$ cat src/rtl/candy_payout_pkg.sv
// Shared types and defaults for the candy/coin payout sequencer and its benches.
package candy_payout_pkg;

  localparam int unsigned DefaultPulseLen   = 4;
  localparam int unsigned DefaultGapLen     = 2;
  localparam int unsigned DefaultAckTimeout = 16;
  localparam int unsigned DefaultCntW       = 8;
  localparam int unsigned TimerW            = 8;

  typedef enum logic [3:0] {
    StIdle,
    StLoad,
    StCandy,
    StBeg,
    StObeg,
    StWait,
    StGap,
    StFin,
    StFault
  } state_e;

  typedef enum logic [1:0] {
    ItemCandy,
    ItemBeg,
    ItemObeg
  } item_e;

  // First coin item still owed, or completion when none remain.
  function automatic state_e next_coin(logic [2:0] beg, logic obeg);
    if (beg != 3'd0) return StBeg;
    if (obeg) return StObeg;
    return StFin;
  endfunction

  function automatic logic is_pulse(state_e s);
    return (s == StCandy) || (s == StBeg) || (s == StObeg);
  endfunction

endpackage

$ cat src/rtl/candy_payout_if.sv
// Controller/actuator-side signal bundle of the payout sequencer.
interface candy_payout_if #(
  parameter int unsigned CNT_W = 8
);
  logic             candy;
  logic [2:0]       change_beg;
  logic             change_obeg;
  logic             candy_ack;
  logic             coin_ack;
  logic             candy_motor;
  logic             beg_eject;
  logic             obeg_eject;
  logic             busy;
  logic             done;
  logic             fault;
  logic             overrun;
  logic [CNT_W-1:0] candy_count;

  modport master (
    output candy, change_beg, change_obeg, candy_ack, coin_ack,
    input  candy_motor, beg_eject, obeg_eject, busy, done, fault, overrun, candy_count
  );

  modport slave (
    input  candy, change_beg, change_obeg, candy_ack, coin_ack,
    output candy_motor, beg_eject, obeg_eject, busy, done, fault, overrun, candy_count
  );
endinterface

$ cat src/rtl/candy_payout_timer.sv
// Loadable down-counter with zero flag; shared by pulse, gap and ack-timeout phases.
module candy_payout_timer #(
  parameter int unsigned Width = 8
) (
  input  logic             clk,
  input  logic             reset,
  input  logic             load_i,
  input  logic [Width-1:0] load_val_i,
  output logic             zero_o
);
  logic [Width-1:0] cnt_q;

  always_ff @(posedge clk) begin
    if (reset) begin
      cnt_q <= '0;
    end else if (load_i) begin
      cnt_q <= load_val_i;
    end else if (cnt_q != '0) begin
      cnt_q <= cnt_q - 1'b1;
    end
  end

  assign zero_o = (cnt_q == '0);
endmodule

$ cat src/rtl/candy_payout.sv
// Payout sequencer: serves one candy, then 100-unit coins, then a 50-unit coin, one timed
// actuator pulse per item, each confirmed by a sensor ack.
module candy_payout
  import candy_payout_pkg::*;
#(
  parameter int unsigned PULSE_LEN   = DefaultPulseLen,
  parameter int unsigned GAP_LEN     = DefaultGapLen,
  parameter int unsigned ACK_TIMEOUT = DefaultAckTimeout,
  parameter int unsigned CNT_W       = DefaultCntW
) (
  input logic           clk,
  input logic           reset,
  candy_payout_if.slave bus
);
  state_e             state_q, state_d;
  item_e              item_q, item_d;
  logic               candy_q, candy_d;
  logic [2:0]         beg_q, beg_d;
  logic               obeg_q, obeg_d;
  logic               ack_seen_q, ack_seen_d;
  logic               overrun_q, overrun_d;
  logic [CNT_W-1:0]   count_q, count_d;
  logic               motor_q, beg_ej_q, obeg_ej_q, busy_q, done_q, fault_q;
  logic               tmr_load, tmr_zero;
  logic [TimerW-1:0]  tmr_val;
  logic               req, ack, sampling;

  assign req      = bus.candy | (bus.change_beg != 3'd0) | bus.change_obeg;
  assign ack      = (item_q == ItemCandy) ? bus.candy_ack : bus.coin_ack;
  assign sampling = is_pulse(state_q) || (state_q == StWait);

  candy_payout_timer #(
    .Width(TimerW)
  ) u_timer (
    .clk       (clk),
    .reset     (reset),
    .load_i    (tmr_load),
    .load_val_i(tmr_val),
    .zero_o    (tmr_zero)
  );

  always_comb begin
    state_d    = state_q;
    item_d     = item_q;
    candy_d    = candy_q;
    beg_d      = beg_q;
    obeg_d     = obeg_q;
    ack_seen_d = ack_seen_q;
    overrun_d  = overrun_q;
    count_d    = count_q;
    tmr_load   = 1'b0;
    tmr_val    = '0;

    if (state_q != StIdle && req) overrun_d = 1'b1;

    // Each item's ack is accepted once, whether it lands in the pulse or in WAIT.
    if (sampling && ack && !ack_seen_q) begin
      ack_seen_d = 1'b1;
      if (item_q == ItemCandy) count_d = count_q + 1'b1;
    end

    unique case (state_q)
      StIdle: begin
        if (req) begin
          candy_d = bus.candy;
          beg_d   = bus.change_beg;
          obeg_d  = bus.change_obeg;
          state_d = StLoad;
        end
      end
      StLoad: state_d = candy_q ? StCandy : next_coin(beg_q, obeg_q);
      StCandy, StBeg, StObeg: begin
        if (tmr_zero) begin
          state_d  = StWait;
          tmr_load = 1'b1;
          tmr_val  = TimerW'(ACK_TIMEOUT - 1);
        end
      end
      StWait: begin
        if (ack_seen_q || ack) begin
          unique case (item_q)
            ItemCandy: state_d = next_coin(beg_q, obeg_q);
            ItemBeg: begin
              state_d  = StGap;
              tmr_load = 1'b1;
              tmr_val  = TimerW'(GAP_LEN - 1);
            end
            default: state_d = StFin;
          endcase
        end else if (tmr_zero) begin
          state_d = StFault;
        end
      end
      StGap: begin
        if (tmr_zero) begin
          beg_d   = beg_q - 3'd1;
          state_d = next_coin(beg_d, obeg_q);
        end
      end
      StFin:   state_d = StIdle;
      StFault: state_d = StFault;
      default: state_d = StIdle;
    endcase

    if (is_pulse(state_d) && !is_pulse(state_q)) begin
      tmr_load   = 1'b1;
      tmr_val    = TimerW'(PULSE_LEN - 1);
      ack_seen_d = 1'b0;
      item_d     = (state_d == StCandy) ? ItemCandy : (state_d == StBeg) ? ItemBeg : ItemObeg;
    end
  end

  // Outputs are decoded from the next state so they line up with the state they describe.
  always_ff @(posedge clk) begin
    if (reset) begin
      state_q    <= StIdle;
      item_q     <= ItemCandy;
      candy_q    <= 1'b0;
      beg_q      <= '0;
      obeg_q     <= 1'b0;
      ack_seen_q <= 1'b0;
      overrun_q  <= 1'b0;
      count_q    <= '0;
      motor_q    <= 1'b0;
      beg_ej_q   <= 1'b0;
      obeg_ej_q  <= 1'b0;
      busy_q     <= 1'b0;
      done_q     <= 1'b0;
      fault_q    <= 1'b0;
    end else begin
      state_q    <= state_d;
      item_q     <= item_d;
      candy_q    <= candy_d;
      beg_q      <= beg_d;
      obeg_q     <= obeg_d;
      ack_seen_q <= ack_seen_d;
      overrun_q  <= overrun_d;
      count_q    <= count_d;
      motor_q    <= (state_d == StCandy);
      beg_ej_q   <= (state_d == StBeg);
      obeg_ej_q  <= (state_d == StObeg);
      busy_q     <= (state_d != StIdle) && (state_d != StFin);
      done_q     <= (state_d == StFin);
      fault_q    <= (state_d == StFault);
    end
  end

  assign bus.candy_motor = motor_q;
  assign bus.beg_eject   = beg_ej_q;
  assign bus.obeg_eject  = obeg_ej_q;
  assign bus.busy        = busy_q;
  assign bus.done        = done_q;
  assign bus.fault       = fault_q;
  assign bus.overrun     = overrun_q;
  assign bus.candy_count = count_q;
endmodule

$ cat src/flat_wrapper.sv
// flat-port wrapper written by rule: the top's interface ports become plain ports
module candy_payout_flat import candy_payout_pkg::*;
#(
  parameter int unsigned PULSE_LEN   = DefaultPulseLen,
  parameter int unsigned GAP_LEN     = DefaultGapLen,
  parameter int unsigned ACK_TIMEOUT = DefaultAckTimeout,
  parameter int unsigned CNT_W       = DefaultCntW
)
  (clk, reset, bus_candy, bus_change_beg, bus_change_obeg, bus_candy_ack, bus_coin_ack, bus_candy_motor, bus_beg_eject, bus_obeg_eject, bus_busy, bus_done, bus_fault, bus_overrun, bus_candy_count);
  candy_payout_if #(.CNT_W(CNT_W)) bus_i ();
  input logic clk;
  input logic reset;
  input wire logic [$bits(bus_i.candy)-1:0] bus_candy;
  input wire logic [$bits(bus_i.change_beg)-1:0] bus_change_beg;
  input wire logic [$bits(bus_i.change_obeg)-1:0] bus_change_obeg;
  input wire logic [$bits(bus_i.candy_ack)-1:0] bus_candy_ack;
  input wire logic [$bits(bus_i.coin_ack)-1:0] bus_coin_ack;
  output wire logic [$bits(bus_i.candy_motor)-1:0] bus_candy_motor;
  output wire logic [$bits(bus_i.beg_eject)-1:0] bus_beg_eject;
  output wire logic [$bits(bus_i.obeg_eject)-1:0] bus_obeg_eject;
  output wire logic [$bits(bus_i.busy)-1:0] bus_busy;
  output wire logic [$bits(bus_i.done)-1:0] bus_done;
  output wire logic [$bits(bus_i.fault)-1:0] bus_fault;
  output wire logic [$bits(bus_i.overrun)-1:0] bus_overrun;
  output wire logic [$bits(bus_i.candy_count)-1:0] bus_candy_count;
  assign bus_i.candy = bus_candy;
  assign bus_i.change_beg = bus_change_beg;
  assign bus_i.change_obeg = bus_change_obeg;
  assign bus_i.candy_ack = bus_candy_ack;
  assign bus_i.coin_ack = bus_coin_ack;
  assign bus_candy_motor = bus_i.candy_motor;
  assign bus_beg_eject = bus_i.beg_eject;
  assign bus_obeg_eject = bus_i.obeg_eject;
  assign bus_busy = bus_i.busy;
  assign bus_done = bus_i.done;
  assign bus_fault = bus_i.fault;
  assign bus_overrun = bus_i.overrun;
  assign bus_candy_count = bus_i.candy_count;
  candy_payout #(.PULSE_LEN(PULSE_LEN), .GAP_LEN(GAP_LEN), .ACK_TIMEOUT(ACK_TIMEOUT), .CNT_W(CNT_W)) u_core (.clk(clk), .reset(reset), .bus(bus_i));
endmodule
$ cat config.mk
export PLATFORM = sky130hd
export DESIGN_NAME = candy_payout_flat
export DESIGN_NICKNAME = d
export VERILOG_FILES = /design/src/rtl/candy_payout_pkg.sv /design/src/rtl/candy_payout_if.sv /design/src/rtl/candy_payout_timer.sv /design/src/rtl/candy_payout.sv /design/src/flat_wrapper.sv
export SDC_FILE = /design/constraint.sdc
export NUM_CORES = 1
export LEC_CHECK = 0
export CORE_MARGIN = 5
export CORE_UTILIZATION = 49
export CTS_CLUSTER_DIAMETER = 30
export DETAILED_ROUTE_END_ITERATION = 10
export MAX_ROUTING_LAYER = met4
export PLACE_DENSITY = 0.72
export SYNTH_ARGS = -nofsm -noshare
export SYNTH_HDL_FRONTEND = slang
export SYNTH_SLANG_ARGS = --single-unit
$ cat constraint.sdc
create_clock -name clk -period 4.6 [get_ports clk]
set_clock_uncertainty 0.2 [all_clocks]
set_input_delay 0.92 -clock clk [delete_from_list [all_inputs] [get_ports clk]]
set_output_delay 0.92 -clock clk [all_outputs]
set_load 0.02 [all_outputs]
==> results of run 1 <==
==> registers in the layout (all words and copies together) (netlist names), 2 cells and up <==
signal and count:
u_core.bus.candy_count 8, u_core.beg_q 3, u_core.u_timer.cnt_q 8, u_core.item_q 2
u_core.state_q 4
==> stage by stage <==
stage	hold slack (ns)	instance area, µm²	std cells	setup slack (ns)	utilization (%)
after floorplan	0.258	1790	208	1.83	-
after global placement	0.237	2060	274	1.20	57.2
after detailed placement	0.237	2060	274	1.24	57.2
after CTS	0.248	2170	282	1.49	60.3
after global routing	0.267	2170	282	1.31	60.3
final	0.249	2170	282	1.49	60.3
==> power by group <==
part / leakage, nW / total (W) / internal [W] / switching, W
logic: 0.524 / 0.000739 / 0.000324 / 0.000414
clock network: 0.0581 / 0.000276 / 0.000161 / 0.000115
registers: 0.286 / 0.000465 / 0.000386 / 0.0000789
total: 0.868 / 0.00148 / 0.000871 / 0.000608
==> cell type report <==
cell class                 count  share of cell area, %
inverter                      10                   1.73
timing repair buffer          23                   10.6
clock buffer                   5                   3.16
multi-input combinational    158                   47.5
sequential                    35                   32.2
clock inverter                 3                   2.01
tap                           48                   2.76
==> final timing paths <==
kind                        endpoint                    start  cells past startpoint
min               u_core.bus.overrun       u_core.bus.overrun                      2
max reg2reg  u_core.u_timer.cnt_q[4]  u_core.u_timer.cnt_q[0]                      9
min reg2reg       u_core.bus.overrun       u_core.bus.overrun                      2
max          u_core.u_timer.cnt_q[4]            bus_candy_ack                      8
==> placed cells by master, fill, tap and decap left out, types with 4 or more instances in the layout <==
master,netlist,layout
xor2_1,9,9
clkbuf_8,0,5
a31oi_1,4,4
dfxtp_1,35,35
nand3_1,6,6
clkdlybuf4s50_1,0,23
inv_1,10,10
o21ai_0,7,7
nor2_1,27,27
ha_1,5,5
a21oi_1,18,18
nand2_1,12,12
nor3_1,9,9
==> tightest hold or removal path, cell delays in order, from the launching register on <==
cell and delay, ns:
dfxtp_1 0.31, inv_1 0.05, a21oi_1 0.05
==> layer usage <==
layer,wire (µm),global-route usage (%),up-vias
met1,1710,20.4,681
li1,-,-,790
met3,217,4.75,5
met2,1630,23.3,39
met4,47,3.83,0
met5,0,-,-
==> kinds of logic after synthesis <==
logic type	Yosys count	synth area share (%)
buffers and inverters	15	3.35
multiplexers	1	0.558
flip-flops	35	39.1
AND/OR/NAND/NOR	94	31.9
adder cells (fa/ha/maj)	5	3.49
AO/OA/AOI/OAI	46	15.8
XOR/XNOR	12	5.86
==> metrics.txt, run 1 <==
Hold Crit Class=register to register; top-count cell post-synth=dfxtp_1; die width=70.5 µm; top-area cell type share of the netlist area=39.1%; Crit Path Class=primary input to register; # diodes=0; Max clock buf depth=2; Post-Syn Nets=222; top cells by area, synth=dfxtp_1, nor2_1, a21oi_1, xor2_1, ha_1; synthesized area=1790 µm²; core area=3610 µm²; die area=4970 µm²; Crit-path slowest cell=o31ai_1; Initial DRT Pass Iterations=4; Layout fillers=327; via count=1515; Final min period=3.11 ns; Final setup viols=0; die height=70.5 µm; Fin. Hold Viols=0; LEAKAGE=0.868 nW; Buf/Inv on CP=1; syn_area_per_cell=8.63 µm²; FF+latch count, synth=35; pin count of the biggest net entering global routing=26; Crit path top cell by count=nor3b_1; CTS tree=done; CP max stage delay=0.46 ns; final setup TNS=0 ns; Setup crit start kind=primary input; CTS Sinks=35; H-tree depth=2; worst skew pair latency=0.29 ns; Power Total=0.00148 W; Peak supply drop=0.000261 V; synth warn=0; post-synth cell types=57; FF+latch area=701 µm²; Synth async-reset ratio=0%; Final GP Congestion=0.893; fin. max-slew vios=0; Area growth, synth to finish=21.2%; CP Capture Type=register; First DRT Iteration DRCs=99; Initial Util=49.8%; WP data required=4.61 ns; vias in the first global route=1320; status=finished clean; Worst-path clk slew=0.07 ns; number of synthesized flops with an enable pin=0; most frequent cells after synthesis=dfxtp_1, nor2_1, a21oi_1, nand2_1, inv_1; Post-DP HPWL=2680 µm; per-cell routed wire length=12.8 µm; initial antenna violation count=0; cell family with most CP delay=simple AND/OR/NAND/NOR gates; first-pass GRT wire length=6040 µm; Root Driver=clkbuf_8; Cells after Synth=208; Congestion Overflow GR=0; Port Buffer Count=23; DRC viols=0; multi-input logic area=1030 µm²; final wirelength=3610 µm; prevailing post-synth register cell=dfxtp_1; flop-to-flop setup slack=1.79 ns; RSZ-0062 raised after global routing=false; Rows=22; max_cap viols=0; total track usage=15.5%; I/O pin count=24; sequential area share after synthesis=39.1%; post-cts resize count=0; layout cell share with drive strength beyond 1=8.12%; period utilisation layout=67.7%; worst path cell trace=clkdlybuf4s50_1, nor3b_1, o31ai_1, a21o_1, nor3b_1, or2_4, nand3b_4, nor3_1; maximum clock frequency=321 MHz; CTS Buf Count=5; Tightest Pin Transition=0.897 ns; area leader, netlist=dfxtp_1; NumNets Final=247; worst endpoint data arrival time=3.12 ns; CP max FO=7; hold_buf cts=0; setup bufs post-CTS=0; relative slew slack=40.0%; DRT antenna net count=0; PD cells=680 nW/µm²; Via density=5.37
No activity file was read; power rests on OpenSTA's default activity.
==> run 2, diff against run 1 <==
==> constraint.sdc (replaced) <==
create_clock -name clk -period 3.2 [get_ports clk]
set_clock_uncertainty 0.2 [all_clocks]
set_input_delay 0.64 -clock clk [delete_from_list [all_inputs] [get_ports clk]]
set_output_delay 0.64 -clock clk [all_outputs]
set_load 0.02 [all_outputs]
==> metrics.txt, run 2 (synthesis gave the netlist of run 1 again) <==
NumNets Final=253 (+2.4%); power share of the clock group=14.6% (-4.0 points); final setup TNS=0 ns (unchanged); hold_buf cts=0 (unchanged); Switching Fraction=41.7% (+0.65 points); Setup crit start kind=primary input; Crit path top cell by count=nor3b_1; commonest non-fill, non-tap cell in the layout=dfxtp_1; Peak supply drop=0.000369 V (+42%); status=finished clean; RSZ-0062 raised after global routing=false; maximum clock frequency=368 MHz; CP max FO=7 (unchanged); Hold Crit Class=register to register; worst skew pair latency=0.29 ns (about the same); worst path cell trace=clkdlybuf4s50_1, nor3b_1, o31ai_1, a21o_1, nor3b_1, buf_4, or2_4, nand3b_4, nor3_1; post-cts resize count=0 (unchanged); Crit-path slowest cell=o31ai_1; Area growth, synth to finish=22.2%; Tightest Pin Transition=0.586 ns (-0.311 ns); layout cell share with drive strength beyond 1=10.0% (+1.9 points); vias in the first global route=1370 (+3.8%); Initial Util=49.8% (unchanged); Combinational Power Share=53.1% (+3.2 points); total track usage=15.8% (+0.31 points); per-cell routed wire length=12.8 µm (about the same); Final GP Congestion=0.832 (-6.8%); Rows=22 (unchanged); Buf/Inv on CP=2 (+1); Placed Cells=280 (+2.2%); die width=70.5 µm (unchanged); Worst-path clk slew=0.07 ns (about the same); first-pass GRT wire length=6110 µm (+1.3%); Final min period=2.72 ns; final wirelength=3680 µm (+2.1%); core area=3610 µm² (unchanged); die height=70.5 µm (unchanged); Fin. Hold Viols=0 (unchanged); Finished Layout Cells=288 (+2.1%); Via density=5.33 (-0.73%); Post-DP HPWL=2780 µm (+3.4%); Congestion Overflow GR=0 (unchanged); setup bufs post-CTS=0 (unchanged); Crit Path Class=primary input to register; most frequent cells in the layout=dfxtp_1, nor2_1, clkdlybuf4s50_1; internal power=0.00121 W (+39%); CP max stage delay=0.46 ns (about the same); Sequential Power Share=32.3% (+0.9 points); initial antenna violation count=0 (unchanged); CTS Buf Count=5 (unchanged); die area=4970 µm² (unchanged); Max clock buf depth=2 (unchanged); LEAKAGE=0.879 nW (+1.3%); pin count of the biggest net entering global routing=14 (-46%); CTS tree=done; # diodes=0 (unchanged); Sw Pwr=0.000868 W (+43%); relative slew slack=60.6% (+21 points); H-tree depth=2 (unchanged); cell family with most CP delay=simple AND/OR/NAND/NOR gates; DRC viols=0 (unchanged); via count=1536 (+1.4%); Initial DRT Pass Iterations=4 (unchanged); Port Buffer Count=23 (unchanged); worst endpoint data arrival time=2.72 ns (-0.40 ns); WP data required=3.21 ns (-1.40 ns); CTS Sinks=35 (unchanged); CP Capture Type=register; max_cap viols=0 (unchanged); I/O pin count=24 (unchanged); period utilisation layout=85.0%; Final setup viols=0 (unchanged); Root Driver=clkbuf_8; First DRT Iteration DRCs=94 (-5.1%); fin. max-slew vios=0 (unchanged); DRT antenna net count=0 (unchanged); PD cells=949 nW/µm² (+40%)
run 2: path summary, 6_finish.rpt:
path / end / cells after the start / slack [ns] / startpoint
worst max register to register: u_core.u_timer.cnt_q[7] / 10 / 0.57 / u_core.u_timer.cnt_q[0]
worst min register to register: u_core.bus.overrun / 2 / 0.24 / u_core.bus.overrun
worst min-delay path: u_core.bus.overrun / 2 / 0.24 / u_core.bus.overrun
worst max-delay path: u_core.u_timer.cnt_q[7] / 9 / 0.48 / bus_candy_ack
run 2: layout make-up:
class / count / area [µm²]
fillers: 330 / 1410
clock inverters: 2 / 12.5
repair buffers: 29 / 275
flip-flops and latches: 35 / 701
inverters: 10 / 37.5
well taps: 48 / 60.1
multi-input cells: 158 / 1030
clock buffers: 6 / 72.6
run 2: tightest hold or removal path, cell delays in order (launching register included):
cell     delay [ns]
dfxtp_1        0.31
inv_1          0.04
a21oi_1        0.05
run 2: power by group through the flow:
stage                     clock, W  sequential [W]  combinational (W)
after floorplan                  0        0.000681           0.000804
after global placement           0        0.000677            0.00109
after detailed placement         0        0.000677            0.00110
after CTS                 0.000314        0.000669            0.00111
after global routing      0.000333        0.000686            0.00123
final                     0.000304        0.000671            0.00110
run 2: through the flow:
stage                     hold slack [ns]  utilization [%]  total power (W)  cell area [µm²]  setup WS (ns)
after global routing                0.268             60.8          0.00225             2190          0.325
after detailed placement            0.237             58.4          0.00178             2110          0.207
after floorplan                     0.258                -          0.00148             1790          0.713
final                               0.245             60.8          0.00208             2190          0.480
after global placement              0.235             58.4          0.00177             2110          0.245
after CTS                           0.247             60.8          0.00209             2190          0.495
run 2: metal layers:
layer	part of all wire [%]	vias to the layer above	global-route usage, %
met5	0	-	-
met4	1.6	0	5.74
met3	4.3	5	4.75
met2	45	29	23.6
met1	49	695	20.2
li1	-	807	-
